**src/rtl/drv_ad56xx_multi.sv**
```systemverilog
// Serialises a multi-channel sample set into 24-bit AD56xx frames, lowest enabled channel first.
// Accept-to-SYNC-fall is one dacSclk period; inReady is low from accept until the last frame ends.
module drv_ad56xx_multi #(
   parameter int                NUM_CH        = 4,
   parameter int                DATA_WIDTH    = 16,
   parameter logic [NUM_CH-1:0] SIGN_MASK     = '0,
   parameter int                SCLK_DIVIDER  = 2,
   parameter int                SYNC_DURATION = 2,
   parameter int                UPDATE_MODE   = 0
) (
   input  logic                         clk,
   input  logic                         resetN,
   input  logic                         inValid,
   output logic                         inReady,
   input  logic [NUM_CH*DATA_WIDTH-1:0] inData,
   input  logic [NUM_CH-1:0]            chEnable,
   output logic                         busy,
   output logic                         frameDone,
   output logic                         dacSync,
   output logic                         dacSclk,
   output logic                         dacDin
);

   generate
      if (SCLK_DIVIDER < 2 || (SCLK_DIVIDER % 2) != 0) begin : g_bad_div
         $error("SCLK_DIVIDER must be even and at least 2");
      end
      if (NUM_CH < 1 || NUM_CH > 8) begin : g_bad_ch
         $error("NUM_CH must be in 1..8");
      end
      if (DATA_WIDTH != 12 && DATA_WIDTH != 14 && DATA_WIDTH != 16) begin : g_bad_dw
         $error("DATA_WIDTH must be 12, 14 or 16");
      end
      if (SYNC_DURATION < 1) begin : g_bad_sync
         $error("SYNC_DURATION must be at least 1");
      end
   endgenerate

   localparam int DCW = $clog2(SCLK_DIVIDER);
   localparam int GCW = $clog2(SYNC_DURATION + 1);
   localparam logic [DCW-1:0] DIV_LAST = DCW'(SCLK_DIVIDER - 1);
   localparam logic [DCW-1:0] HALF     = DCW'(SCLK_DIVIDER / 2);
   localparam logic [GCW-1:0] GAP_LAST = GCW'(SYNC_DURATION - 1);

   typedef enum logic [1:0] {S_IDLE, S_LOAD, S_SHIFT, S_GAP} state_t;

   state_t                        r_state;
   logic                          r_ready;
   logic                          r_busy;
   logic                          r_fd;
   logic                          r_sync;
   logic                          r_sclk;
   logic                          r_din;
   logic [DCW-1:0]                r_divCnt;
   logic [GCW-1:0]                r_gapCnt;
   logic [4:0]                    r_bitCnt;
   logic [22:0]                   r_shift;
   logic [NUM_CH*DATA_WIDTH-1:0]  r_data;
   logic [NUM_CH-1:0]             r_remain;

   logic                          w_tick;
   logic [DCW-1:0]                w_divNext;
   logic [2:0]                    w_idx;
   logic [DATA_WIDTH-1:0]         w_sample;
   logic                          w_sign;
   logic [NUM_CH-1:0]             w_rest;
   logic [15:0]                   w_d;
   logic [2:0]                    w_cmd;
   logic [23:0]                   w_frame;
   logic                          w_start;

   assign w_tick    = (r_divCnt == DIV_LAST);
   assign w_divNext = w_tick ? '0 : r_divCnt + DCW'(1);

   // Descending scan so the lowest pending channel wins.
   always_comb begin
      w_idx    = '0;
      w_sample = '0;
      w_sign   = 1'b0;
      w_rest   = r_remain;
      for (int i = NUM_CH - 1; i >= 0; i--) begin
         if (r_remain[i]) begin
            w_idx     = 3'(i);
            w_sample  = r_data[i*DATA_WIDTH +: DATA_WIDTH];
            w_sign    = SIGN_MASK[i];
            w_rest    = r_remain;
            w_rest[i] = 1'b0;
         end
      end
   end

   // Left-justify into 16 bits; flipping the MSB turns two's complement into offset binary.
   always_comb begin
      w_d     = 16'(w_sample) << (16 - DATA_WIDTH);
      w_d[15] = w_d[15] ^ w_sign;
      if (UPDATE_MODE == 0)
         w_cmd = 3'b011;
      else if (w_rest == '0)
         w_cmd = 3'b010;
      else
         w_cmd = 3'b000;
      w_frame = {2'b00, w_cmd, w_idx, w_d};
   end

   assign w_start = w_tick && ((r_state == S_LOAD && r_remain != '0) ||
                               (r_state == S_GAP && r_gapCnt == GAP_LAST));

   always_ff @(posedge clk or negedge resetN) begin
      if (!resetN) begin
         r_state  <= S_IDLE;
         r_ready  <= 1'b0;
         r_busy   <= 1'b0;
         r_fd     <= 1'b0;
         r_sync   <= 1'b1;
         r_sclk   <= 1'b1;
         r_din    <= 1'b0;
         r_divCnt <= '0;
         r_gapCnt <= '0;
         r_bitCnt <= '0;
         r_shift  <= '0;
         r_data   <= '0;
         r_remain <= '0;
      end else begin
         r_fd <= 1'b0;
         unique case (r_state)
            S_IDLE: begin
               r_divCnt <= '0;
               if (r_ready && inValid) begin
                  r_ready  <= 1'b0;
                  r_busy   <= 1'b1;
                  r_data   <= inData;
                  r_remain <= chEnable;
                  r_state  <= S_LOAD;
               end else begin
                  r_ready <= 1'b1;
               end
            end
            S_LOAD: begin
               r_divCnt <= w_divNext;
               if (r_remain == '0) begin
                  r_state <= S_IDLE;
                  r_busy  <= 1'b0;
                  r_ready <= 1'b1;
               end
            end
            S_SHIFT: begin
               r_divCnt <= w_divNext;
               r_sclk   <= (w_divNext < HALF);
               if (w_tick) begin
                  if (r_bitCnt == 5'd23) begin
                     r_sync   <= 1'b1;
                     r_sclk   <= 1'b1;
                     r_din    <= 1'b0;
                     r_fd     <= 1'b1;
                     r_gapCnt <= '0;
                     if (r_remain != '0) begin
                        r_state <= S_GAP;
                     end else begin
                        r_state <= S_IDLE;
                        r_busy  <= 1'b0;
                        r_ready <= 1'b1;
                     end
                  end else begin
                     r_bitCnt <= r_bitCnt + 5'd1;
                     r_shift  <= {r_shift[21:0], 1'b0};
                     r_din    <= r_shift[22];
                  end
               end
            end
            S_GAP: begin
               r_divCnt <= w_divNext;
               if (w_tick)
                  r_gapCnt <= r_gapCnt + GCW'(1);
            end
            default: r_state <= S_IDLE;
         endcase
         if (w_start) begin
            r_state  <= S_SHIFT;
            r_shift  <= w_frame[22:0];
            r_din    <= w_frame[23];
            r_sync   <= 1'b0;
            r_sclk   <= 1'b1;
            r_bitCnt <= '0;
            r_remain <= w_rest;
         end
      end
   end

   assign inReady   = r_ready;
   assign busy      = r_busy;
   assign frameDone = r_fd;
   assign dacSync   = r_sync;
   assign dacSclk   = r_sclk;
   assign dacDin    = r_din;

endmodule

```
**config.mk**
```make
export PLATFORM = sky130hd
export DESIGN_NAME = drv_ad56xx_multi
export DESIGN_NICKNAME = d
export VERILOG_FILES = /design/src/rtl/drv_ad56xx_multi.sv
export SDC_FILE = /design/constraint.sdc
export NUM_CORES = 1
export LEC_CHECK = 0
export BUFFER_PORTS_ARGS = -buffer_cell sky130_fd_sc_hd__buf_2
export CORE_MARGIN = 10
export CORE_UTILIZATION = 56
export DETAILED_ROUTE_END_ITERATION = 7
export PLACE_DENSITY = 0.79
export RECOVER_POWER = 25
export SLEW_MARGIN = 20
export SYNTH_ARGS = -nofsm -noshare
export SYNTH_HDL_FRONTEND = slang
export SYNTH_SLANG_ARGS = --single-unit
```
**constraint.sdc**
```tcl
create_clock -name clk -period 2.6 [get_ports clk]
set_clock_uncertainty 0.15 [all_clocks]
set_input_delay 0 -clock clk [delete_from_list [all_inputs] [get_ports clk]]
set_output_delay 0 -clock clk [all_outputs]
set_load 0.02 [all_outputs]
```
Word level (Yosys, flattened, before mapping)
Index checks and enable logic that the tools add are counted.
{"block": "totals", "regBits": 107, "input_bits": 71, "output_inout_bits": 6}
{"block": "op_classes", "addsub": 3, "order_cmp": 1, "eq_ne": 19, "n_mux": 62, "n_reduce_logical": 29}
{"operator": "$mux 23", "count": 4}
{"operator": "$mux 16", "count": 4}
{"operator": "$mux 1", "count": 26}
{"operator": "$mux 2", "count": 12}
{"operator": "$mux 4", "count": 6}
{"operator": "$mux 5", "count": 4}
{"operator": "$ne 2x2->1 const B", "count": 9}
{"operator": "$reduce_and 5->1", "count": 3}
{"operator": "$reduce_bool 2->1", "count": 6}
{"operator": "$ne 3x3->1 const B", "count": 3}
{"operator": "$reduce_and 3->1", "count": 3}
{"operator": "$reduce_and 4->1", "count": 2}
{"operator": "$reduce_bool 4->1", "count": 2}
{"operator": "$pmux 1 s3", "count": 2}
{"operator": "$pmux 2 s3", "count": 1}
{"operator": "$reduce_and 2->1", "count": 3}
{"operator": "$reduce_and 6->1", "count": 1}
{"operator": "$add 5x1->5 const B", "count": 1}
{"operator": "$eq 5x5->1 const B", "count": 1}
{"operator": "$eq 2x1->1 const B", "count": 2}
{"operator": "$eq 2x2->1 const B", "count": 2}
{"operator": "$logic_and 1x1->1", "count": 4}
{"operator": "$logic_not 4->1", "count": 1}
{"operator": "$pmux 2 s2", "count": 1}
{"operator": "other kinds (11)", "count": 11}

Logic depth before layout (Yosys ltp)
{"block": "logic_depth", "depth_word": 7, "mapped_depth": 8, "ltp_nobuf": 6}

Least setup slack after synthesis
No wires, ideal clock.
{"block": "synth_path", "path_kind": "flip-flop to flip-flop", "startpoint": "register r_remain[1]", "endpoint": "register r_ready (netlist: inReady)", "setup_ns": 0.125, "arrival_time_ns": 1.734, "required_ns": 2.325, "path_slack_ns": 0.591, "path_stages_with_launch": 6, "cell_sequence": "dfrtp_1 buf_2 or4_1 o32a_1 nor2_1 mux2_2"}
{"block": "synth_between", "elab_chain_len": 3}
{"element": "start: declaration", "line_no": "59", "text": "logic [NUM_CH-1:0] r_remain;"}
{"element": "start signal: assignment", "line_no": "132", "text": "r_remain <= chEnable;"}
{"element": "start signal: assignment", "line_no": "184", "text": "r_remain <= w_rest;"}
{"element": "$reduce_bool 4->1 or $logic_not 4->1 (tied branches)", "line_no": "156, 140"}
{"element": "$ne 2x2->1 (no line) or $ne 2x1->1 (tied branches)"}
{"element": "$reduce_and 5->1 (no line) *"}
{"element": "end signal: assignment", "line_no": "135", "text": "r_ready <= 1'b1;"}
{"element": "end signal: assignment", "line_no": "143", "text": "r_ready <= 1'b1;"}
{"element": "end signal: assignment", "line_no": "161", "text": "r_ready <= 1'b1;"}
{"element": "end: declaration", "line_no": "48", "text": "logic r_ready;"}
Every way passes the cells marked *; elsewhere a longest branch is shown, timed or not.
A chain may end at the register's enable or synchronous reset.

Final worst setup path
{"block": "layout_path", "startpoint": "register r_state[0]", "endpoint": "register r_data[40]"}
{"block": "layout_between", "elab_chain_len": 2}
{"element": "start: declaration", "line_no": "47", "text": "state_t r_state;"}
{"element": "start signal: assignment", "line_no": "110", "text": "r_state <= S_IDLE;"}
{"element": "start signal: assignment", "line_no": "133", "text": "r_state <= S_LOAD;"}
{"element": "start signal: assignment", "line_no": "141", "text": "r_state <= S_IDLE;"}
{"element": "$logic_not 2->1", "line_no": "125", "text": "unique case (r_state)"}
{"element": "$reduce_and 2->1 (no line)"}
{"element": "end signal: assignment", "line_no": "131", "text": "r_data <= inData;"}
{"element": "end: declaration", "line_no": "58", "text": "logic [NUM_CH*DATA_WIDTH-1:0] r_data;"}
No other way between the ends.

==> impl_metrics.csv <==
group,metric,value,unit
timing,setup_viol,0,
logic_synthesis,syn_area,4820,um^2
timing,hold_slack,0.188,ns
routing,routed_via_density,5.59,
worst_setup_path,arrival,2.34,ns
timing,worst_slack,0.380,ns
floorplan,die_x,113,um
clocking,htreeDepth,3,
place,dpl.hpwl,8060,um
min_path,hold_path.class,"in -> reg",
timing,tns,0,ns
logic_synthesis,synthTopCellsByArea,"dfrtp_1 (55%), nand2_1 (17%), mux2i_1 (3.9%)",
clocking,cts_setup_buffers,0,
worst_setup_path,crit_path_max_incr_delay,0.53,ns
place,portBuffers,76,
clocking,path_clk_slew,0.12,ns
logic_synthesis,synth_seq_cells,107,
grt,grt_pass1_wl,22100,um
timing,finalHoldViolCount,0,
routing,dr.pass1.iters,5,
logic_synthesis,synthFlopType,"dfrtp_1",
clocking,cts.path.max_buffers,2,
grt,grt_use_total,21.1,%
clocking,cts_buffers,9,
grt,first_global_vias,4375,
routing,highest_layer,"met4",
timing,worst_slew_pin_slew,1.22,ns
logic_synthesis,ys_types,46,
routing,wl,13400,um
layout,fin_util,74.8,%
place,place_ws,0.459,ns
grt,overflow,0,
job,maxCapViolations,0,
timing,rsz0062_at_grt,"no",
logic_synthesis,synth_common_cells,"nand2_1 (216), dfrtp_1 (105), o21ai_0 (25)",
floorplan,die_y,113,um
floorplan,core,8300,um^2
worst_setup_path,critical_path.slowest_cell,"nand3_2",
timing,min_period,2.22,ns
routing,drt-wirelength-per-cell,17.3,um
place,dpl.cell_count,688,
worst_setup_path,crit_chain,"inv_1 > ha_1 > nand3_2 > buf_12 > nand2_1 > nand2_1",
clocking,cts-root-buf,"clkbuf_8",
clocking,cts.sinks,107,
power,power.leakage,3.11,nW
worst_setup_path,cpMostUsedCell,"nand2_1",
layout,nets,741,
worst_setup_path,path_max_fanout,39,
layout,drive_above_1_share,16.4,%
worst_setup_path,cp.required,2.72,ns
layout,syn_to_final_growth,29.0,%
logic_synthesis,synth.net_count,609,
grt,grt_max_degree,60,
timing,slew_headroom,18.3,%
timing,drv_slew,0,
layout,instances_no_fill,775,
grt,grt_antenna_before_repair,0,
worst_setup_path,cp-start-kind,"register",
routing,wl_met3,828,um
timing,post-route-period-util,85.4,%
logic_synthesis,ys_seq_area_share,55.7,%
routing,drc,0,
logic_synthesis,synth-edff-count,0,
status,status,"complete, no violations",
worst_setup_path,criticalPathCategory,"reg -> reg",
logic_synthesis,yosysWarningCount,0,
floorplan,num_rows,33,
logic_synthesis,yosys.area.top_type,"dfrtp_1",
logic_synthesis,avgSynthCellArea,9.05,um^2
logic_synthesis,synthArstFlopShare,100,%
logic_synthesis,synth_top_area_share,54.6,%
power,p_per_area,1080,nW/um^2
routing,dr.first_iter.drc_count,289,
floorplan,die-area,12700,um^2
logic_synthesis,syn_inst,532,
routing,wl_met2,7000,um
clocking,cts_tree,"yes",
power,ir_drop,514,uV
logic_synthesis,yosysMostFrequentCell,"nand2_1",
floorplan,initial_utilization,58.0,%
clocking,clk_latency,0.38,ns
routing,wirelength_met1,5250,um
timing,max_freq,450,MHz
place,gp_congestion,0.842,
routing,routed-via-count,4332,
worst_setup_path,crit_path_end_kind,"register",
routing,ant_nets,0,
floorplan,ios,77,
-- kinds of logic (layout without fill, tap and decap cells) --
group,after synthesis,in the layout,share of synthesized area [%]
XOR/XNOR,3,3,0.546
AND/OR/NAND/NOR,269,269,22.9
multiplexers,20,20,4.18
adder cells (fa/ha/maj),6,6,1.56
other,0,1,0
buffers and inverters,44,181,3.64
AO/OA/AOI/OAI,83,83,11.5
flip-flops,107,107,55.7
-- metrics by stage --
step | instance area (um^2) | total power (W)
floorplan | 4820 | 0.00465
global placement | 5300 | 0.00529
detailed placement | 5300 | 0.00542
CTS | 6230 | 0.00664
global route | 6210 | 0.00717
finish | 6210 | 0.00670
-- worst max-delay path: cells and delay by family, from the launching register on --
kind | cells | cell delay [ns]
and+or+nand+nor | 3 | 0.68
adders and majority gates | 1 | 0.29
DFF | 1 | 0.44
buffers and inverters | 2 | 0.52
-- repair_timing --
action	4_1_cts	5_1_grt
resized for setup	0	0
endpoints found under the hold margin	117	0
hold buffers	70	0
-- state kept, by name, indices dropped and copies added (netlist names) --
name and cells:
r_shift 23, dacSync 1, dacDin 1, r_data 64, r_remain 4, frameDone 1, r_bitCnt 5, r_gapCnt 2
r_state 2, r_divCnt 1, inReady 1, dacSclk 1, busy 1
-- layer usage --
metal / vias up / GRT usage, %
met3: 29 / 5.60
met2: 156 / 37.0
met1: 2108 / 24.2
met5: - / 0
li1: 2039 / -
met4: 0 / 7.61
-- area by class of cell --
cell class | count | area [um^2]
Tap cell | 105 | 131
Timing Repair Buffer | 157 | 1170
Antenna cell | 1 | 2.50
Inverter | 8 | 30.0
Clock buffer | 9 | 124
Fill cell | 571 | 2090
Clock inverter | 7 | 101
Sequential cell | 107 | 2680
Multi-Input combinational cell | 381 | 1970
-- worst paths after layout --
check,startpoint,end,slack [ns],cells after the start
max in group asynchronous,resetN,r_data[30],0.54,3
setup reg to reg,r_state[0],r_data[40],0.38,6
min in group asynchronous,resetN,r_data[49],0.26,2
setup / recovery,r_state[0],r_data[40],0.38,6
hold reg to reg,dacSclk,dacSclk,0.33,2
hold / removal,inData[0],r_data[0],0.19,4
-- where the power goes --
group	switching (W)	leakage (nW)	internal, W	total [W]
logic	0.00157	1.65	0.00108	0.00265
registers	0.000501	1.35	0.00240	0.00290
clock network	0.000600	0.111	0.000551	0.00115
-- cell usage in the layout (no fill, tap or decap), types with 9 or more instances in the layout --
cell type	netlist	layout
mux2i_1	19	19
dlygate4sd3_1	0	70
nor2_1	14	13
buf_4	0	9
or3_1	15	15
o22ai_1	15	15
nand2_1	216	216
dfrtp_1	105	105
a21oi_1	11	11
a221oi_1	14	14
o21ai_0	25	24
clkbuf_8	0	9
buf_2	8	72
Power figures use the tool's default switching activity.
